## config.mk

```make
export PLATFORM = sky130hd
export DESIGN_NAME = cache_mem_ctrl
export DESIGN_NICKNAME = d
export VERILOG_FILES = /design/src/rtl/cache_mem_ctrl.sv
export SDC_FILE = /design/constraint.sdc
export NUM_CORES = 1
export LEC_CHECK = 0
export CORE_ASPECT_RATIO = 1.75
export CORE_UTILIZATION = 45
export DETAILED_ROUTE_END_ITERATION = 10
export DONT_BUFFER_PORTS = 1
export SYNTH_ARGS = -nofsm -noshare
export SYNTH_HDL_FRONTEND = slang
export SYNTH_SLANG_ARGS = --single-unit
export TNS_END_PERCENT = 5
```

## constraint.sdc

```tcl
create_clock -name clk -period 8.1 [get_ports clk]
set_clock_uncertainty 0.1 [all_clocks]
set_input_delay 0.81 -clock clk [delete_from_list [all_inputs] [get_ports clk]]
set_output_delay 0.81 -clock clk [all_outputs]
set_load 0.05 [all_outputs]
```

## src/rtl/cache_mem_ctrl.sv

```systemverilog
`default_nettype none
// ============================================================================
// Module   : cache_mem_ctrl
// Purpose  : Memory-side controller for a write-through cache. Stores are
//            queued in a small write buffer and drained to memory ahead of any
//            read, so a refill always observes earlier stores. A single read
//            miss can be outstanding; its refill word is returned to the cache
//            as a one-cycle fill pulse.
// Ports    : clk, rst                          - clock, async active-high reset
//            miss_req, miss_addr               - cache read miss request
//            write_en, write_addr, write_data  - write-through store
//            fill_valid, fill_addr, fill_data  - refill pulse to the cache
//            stall                             - cache must hold its request
//            mem_req, mem_we, mem_addr,
//            mem_wdata, mem_ready              - memory request channel
//            mem_rvalid, mem_rdata             - memory read return
// Revision : 1.0 - initial release
// ============================================================================
module cache_mem_ctrl #(
    parameter int ADDR_WIDTH = 32,
    parameter int DATA_WIDTH = 32,
    parameter int WB_DEPTH   = 4
) (
    input  logic                  clk,
    input  logic                  rst,
    input  logic                  miss_req,
    input  logic [ADDR_WIDTH-1:0] miss_addr,
    input  logic                  write_en,
    input  logic [ADDR_WIDTH-1:0] write_addr,
    input  logic [DATA_WIDTH-1:0] write_data,
    output logic                  fill_valid,
    output logic [ADDR_WIDTH-1:0] fill_addr,
    output logic [DATA_WIDTH-1:0] fill_data,
    output logic                  stall,
    output logic                  mem_req,
    output logic                  mem_we,
    output logic [ADDR_WIDTH-1:0] mem_addr,
    output logic [DATA_WIDTH-1:0] mem_wdata,
    input  logic                  mem_ready,
    input  logic                  mem_rvalid,
    input  logic [DATA_WIDTH-1:0] mem_rdata
);

    localparam int                    c_PTR_W     = $clog2(WB_DEPTH);
    localparam logic [c_PTR_W:0]      c_WB_FULL   = (c_PTR_W + 1)'(WB_DEPTH);
    localparam logic [ADDR_WIDTH-1:0] c_WORD_MASK = ~(ADDR_WIDTH'(3));

    localparam logic [2:0] c_IDLE  = 3'd0;
    localparam logic [2:0] c_WR    = 3'd1;
    localparam logic [2:0] c_RD    = 3'd2;
    localparam logic [2:0] c_RWAIT = 3'd3;
    localparam logic [2:0] c_FILL  = 3'd4;

    logic [2:0]            r_state;
    logic [c_PTR_W-1:0]    r_wr_ptr;
    logic [c_PTR_W-1:0]    r_rd_ptr;
    logic [c_PTR_W:0]      r_count;
    logic                  r_pending;
    logic [ADDR_WIDTH-1:0] r_miss_addr;
    logic [DATA_WIDTH-1:0] r_rdata;

    logic [ADDR_WIDTH-1:0] r_wb_addr [WB_DEPTH];
    logic [DATA_WIDTH-1:0] r_wb_data [WB_DEPTH];

    logic                  w_full;
    logic                  w_push;
    logic                  w_pop;
    logic [ADDR_WIDTH-1:0] w_head_addr;
    logic [DATA_WIDTH-1:0] w_head_data;

    // A full buffer refuses the store outright; a same-cycle pop does not
    // make room for it.
    assign w_full      = (r_count == c_WB_FULL);
    assign w_push      = write_en && !w_full;
    assign w_pop       = (r_state == c_WR) && mem_ready;
    assign w_head_addr = r_wb_addr[r_rd_ptr];
    assign w_head_data = r_wb_data[r_rd_ptr];

    // Buffer storage carries no reset; validity is tracked by r_count.
    always_ff @(posedge clk) begin
        if (w_push) begin
            r_wb_addr[r_wr_ptr] <= write_addr;
            r_wb_data[r_wr_ptr] <= write_data;
        end
    end

    always_ff @(posedge clk or posedge rst) begin
        if (rst) begin
            r_state     <= c_IDLE;
            r_wr_ptr    <= '0;
            r_rd_ptr    <= '0;
            r_count     <= '0;
            r_pending   <= 1'b0;
            r_miss_addr <= '0;
            r_rdata     <= '0;
        end else begin
            // Pointers wrap naturally because WB_DEPTH is a power of two.
            if (w_push) r_wr_ptr <= r_wr_ptr + c_PTR_W'(1);
            if (w_pop)  r_rd_ptr <= r_rd_ptr + c_PTR_W'(1);

            case ({w_push, w_pop})
                2'b10:   r_count <= r_count + (c_PTR_W + 1)'(1);
                2'b01:   r_count <= r_count - (c_PTR_W + 1)'(1);
                default: r_count <= r_count;
            endcase

            // pending is always set while in FILL, so a new miss can never
            // be latched in the same cycle the old one retires.
            if (miss_req && !r_pending) begin
                r_miss_addr <= miss_addr & c_WORD_MASK;
                r_pending   <= 1'b1;
            end else if (r_state == c_FILL) begin
                r_pending   <= 1'b0;
            end

            case (r_state)
                c_IDLE: begin
                    // Drain buffered stores first to keep read-after-write order.
                    if (r_count != '0)   r_state <= c_WR;
                    else if (r_pending)  r_state <= c_RD;
                end
                c_WR: begin
                    if (mem_ready) r_state <= c_IDLE;
                end
                c_RD: begin
                    if (mem_ready) r_state <= c_RWAIT;
                end
                c_RWAIT: begin
                    if (mem_rvalid) begin
                        r_rdata <= mem_rdata;
                        r_state <= c_FILL;
                    end
                end
                c_FILL: begin
                    r_state <= c_IDLE;
                end
                default: begin
                    r_state <= c_IDLE;
                end
            endcase
        end
    end

    assign stall = r_pending || w_full;

    // Memory and fill outputs are pure decodes of registered state.
    always_comb begin
        mem_req    = 1'b0;
        mem_we     = 1'b0;
        mem_addr   = '0;
        mem_wdata  = '0;
        fill_valid = 1'b0;
        fill_addr  = '0;
        fill_data  = '0;
        case (r_state)
            c_WR: begin
                mem_req   = 1'b1;
                mem_we    = 1'b1;
                mem_addr  = w_head_addr & c_WORD_MASK;
                mem_wdata = w_head_data;
            end
            c_RD: begin
                mem_req  = 1'b1;
                mem_addr = r_miss_addr;
            end
            c_FILL: begin
                fill_valid = 1'b1;
                fill_addr  = r_miss_addr;
                fill_data  = r_rdata;
            end
            default: begin
            end
        endcase
    end

endmodule
`default_nettype wire

```

==> metrics.json <==
{
  "hold_path.class": {"value": "input pin to flop"},
  "worstSetupEndpointType": {"value": "primary output"},
  "grt_overflow": {"value": 0},
  "final_core_util": {"value": 0.501},
  "sequential_cell_area": {"value": 9280, "unit": "sq um"},
  "die_w": {"value": 130, "unit": "microns"},
  "unrepaired_setup_endpoints_after_global_routing": {"value": "false"},
  "slew_headroom": {"value": 0.322},
  "ff2ff_setup_slack": {"value": 5440, "unit": "ps"},
  "worst_r2r_endpoint": {"value": "r_count[2]"},
  "cap_viol_max_count": {"value": 0},
  "cts_sinks": {"value": 321},
  "synth_ff_type": {"value": "edfxtp_1"},
  "timing.final.hold_violations": {"value": 0},
  "final_max_slew_violation_count": {"value": 0},
  "synthesis.yosys.warnings": {"value": 0},
  "multiInputGateArea": {"value": 3350, "unit": "sq um"},
  "setup-violations-final": {"value": 0},
  "worst-slew-pin-transition": {"value": 1020, "unit": "ps"},
  "met2RoutedLength": {"value": 14.0, "unit": "mm"},
  "pin_count_of_the_biggest_net_entering_global_routing": {"value": 74},
  "drive_gt1_frac": {"value": 0.218},
  "wl_per_cell": {"value": 23.8, "unit": "microns"},
  "hold_path_startpoint": {"value": "write_addr[19]"},
  "highest-signal-layer": {"value": "met4"},
  "first_pass_grt_wire_length": {"value": 36.9, "unit": "mm"},
  "tritoncts_buffers": {"value": 28},
  "holdBufCountCts": {"value": 0},
  "drc": {"value": 0},
  "setup_ws": {"value": 4040, "unit": "ps"},
  "initial_core_util": {"value": 0.461},
  "clkTransAtPathRegs": {"value": 70, "unit": "ps"},
  "ys_seq_elements": {"value": 321},
  "syn-mean-instance-area": {"value": 19.5, "unit": "sq um"},
  "floorplan.die.height": {"value": 226, "unit": "microns"},
  "cp.arrival": {"value": 3150, "unit": "ps"},
  "clk_latency": {"value": 540, "unit": "ps"},
  "num_vias": {"value": 5901},
  "number_of_global_route_vias_before_repair": {"value": 6399},
  "synth-edff-count": {"value": 248},
  "tritoncts": {"value": "yes"},
  "syn_to_final_growth": {"value": 8.72, "unit": "%"},
  "maxClockFrequency": {"value": 0.246, "unit": "GHz"},
  "clock_tree.buffer_depth": {"value": 3},
  "cp_max_fo": {"value": 40},
  "timing.critical_path.cells": {"value": "buf_4, mux4_1, a22o_1"},
  "holdPathEnd": {"value": "r_wb_addr[0][19]"},
  "syn-cell-area": {"value": 12900, "unit": "sq um"},
  "wirelength_met1": {"value": 8.56, "unit": "mm"},
  "drt_pass1_iterations": {"value": 4},
  "critPathKind": {"value": "flop to primary output"},
  "cp-startpoint": {"value": "r_rd_ptr[0]"},
  "post_synth_inst_count": {"value": 665},
  "fraction_of_registers_with_async_set_or_reset_after_synthesis": {"value": 0.227},
  "place.port_buffers": {"value": 0},
  "post_cts_buffers": {"value": 0},
  "period_share": {"value": 0.501},
  "via_per_inst": {"value": 5.58},
  "synth_area_leader_cell": {"value": "edfxtp_1"},
  "worst_path_dominant_cell_family": {"value": "flip-flops"},
  "dp_hpwl": {"value": 15.6, "unit": "mm"},
  "clock_tree.htree_level_count": {"value": 1},
  "die_area": {"value": 29500, "unit": "sq um"},
  "hold-worst-slack": {"value": 254, "unit": "ps"},
  "final_weighted_congestion_in_routability_driven_placement": {"value": 0.715},
  "fillCellCount": {"value": 2326},
  "cp_slowest_cell": {"value": "dfrtp_4"},
  "design.portCount": {"value": 266},
  "reg2reg_depth": {"value": 9},
  "drt.antenna.violating_nets": {"value": 0},
  "totalNegativeSetupSlack": {"value": 0, "unit": "ps"},
  "clockRootBuffer": {"value": "clkbuf_16"},
  "data_required_time_of_the_worst_path": {"value": 7190, "unit": "ps"},
  "detailedPlace.worstSlack": {"value": 4500, "unit": "ps"},
  "routed_wirelength": {"value": 25.1, "unit": "mm"},
  "rr_startpoint": {"value": "r_state[0]"},
  "wl_met3": {"value": 1.91, "unit": "mm"},
  "design.final.nets": {"value": 802},
  "synth_top_area_frac": {"value": 0.576},
  "p_per_area": {"value": 414, "unit": "nW/um^2"},
  "worstHoldPathCells": {"value": 0},
  "ys_types": {"value": 37},
  "post-layout-total-power": {"value": 5830, "unit": "uW"},
  "detail_route.iter0.violations": {"value": 361},
  "yosys-top-cells-area": {"value": "edfxtp_1, dfrtp_1, mux4_2"},
  "ir_drop": {"value": 0.000249, "unit": "V"},
  "cts_resized": {"value": 0},
  "diodes": {"value": 0},
  "placeableCoreArea": {"value": 28100, "unit": "sq um"},
  "startpoint_type": {"value": "flop"},
  "cp_num_buf_inv": {"value": 1},
  "outcome": {"value": "completed"},
  "antenna_violations_before_repair": {"value": 0},
  "seq_area_frac_synth": {"value": 0.717},
  "period_minus_slack": {"value": 4060, "unit": "ps"},
  "floorplan.rows": {"value": 81},
  "gr-usage-all-layers": {"value": 0.171},
  "cp_slowest_stage_delay": {"value": 760, "unit": "ps"},
  "leakagePower": {"value": 0.00491, "unit": "uW"}
}
worst reg2reg max path, stage by stage, from the launching register on:
cell	delay, ps
dfrtp_1	530
nor3b_4	260
buf_4	430
and2_1	240
ha_1	190
inv_1	60
fa_1	370
xor2_1	150
nor2_1	110
xor2_1	150
cells by family after synthesis:
family | after synthesis | synth area share
buf+inv | 52 | 0.0265
other cells | 1 | 0.000290
xor+xnor | 6 | 0.00406
flops | 321 | 0.717
simple gates | 116 | 0.0571
compound gates | 37 | 0.0240
mux | 126 | 0.165
fa+ha+maj | 6 | 0.00638
area by class of cell:
type,count,share of cell area
multi-input combinational,295,0.238
inverter,10,0.00267
clock buffer,36,0.0535
timing repair buffer,6,0.00320
clock inverter,16,0.00899
sequential,321,0.660
tap,373,0.0332
layout by cell type (no fill, tap or decap), types with 7 or more instances in the layout:
master | synthesis | routed
mux2_1 | 29 | 29
clkbuf_1 | 7 | 7
dfrtp_1 | 73 | 71
mux2_2 | 34 | 34
mux4_2 | 58 | 58
inv_1 | 10 | 9
a22o_1 | 30 | 30
edfxtp_1 | 248 | 248
clkbuf_16 | 0 | 29
and2_1 | 99 | 95
worst max-delay path by stage:
| stage | endpoint | slack, ps | depth (start not counted) |
|---|---|---|---|
| after floorplan | r_wb_addr[0][10] | 4890 | 2 |
| after global placement | mem_addr[22] | 4530 | 3 |
| after detailed placement | mem_addr[22] | 4500 | 3 |
| after CTS | mem_addr[22] | 3890 | 3 |
| after global routing | mem_addr[22] | 3820 | 3 |
| final | mem_addr[22] | 4040 | 3 |
power breakdown:
| part | internal, uW | switching, uW |
|---|---|---|
| clock network | 717 | 566 |
| registers | 2240 | 278 |
| logic | 635 | 1390 |
| total | 3590 | 2240 |
per-layer routing:
metal | GRT usage | vias to the layer above
met5 | 0 | -
met4 | 0.0600 | 0
met3 | 0.0434 | 40
met2 | 0.332 | 229
met1 | 0.169 | 3076
li1 | - | 2556
metrics by stage:
stage                     cells  cell area, sq um
final                      1057             14100
after global routing       1057             14100
after CTS                  1057             14100
after detailed placement   1005             13200
after global placement     1005             13200
after floorplan             668             12900
flip-flops by register name (all words and copies together) (netlist names):
| name | flops |
|---|---|
| r_wb_addr | 120 |
| r_wb_data | 128 |
| r_wr_ptr | 2 |
| r_count | 3 |
| r_pending | 1 |
| r_miss_addr | 30 |
| r_rd_ptr | 2 |
| r_rdata | 32 |
| r_state | 3 |
cell usage after synthesis (2+ instances only):
cell type,n
nand2_1,4
mux2_1,29
a22o_1,30
xor2_1,3
buf_6,7
nor2_1,3
mux4_1,4
and2b_1,2
buf_12,3
edfxtp_1,248
dfrtp_1,73
a21oi_1,2
buf_2,19
mux2_2,34
mux4_2,58
ha_1,5
and2_1,99
xnor2_1,3
inv_1,10
buf_4,6
clkbuf_1,7
(Power assumes the default switching activity.)
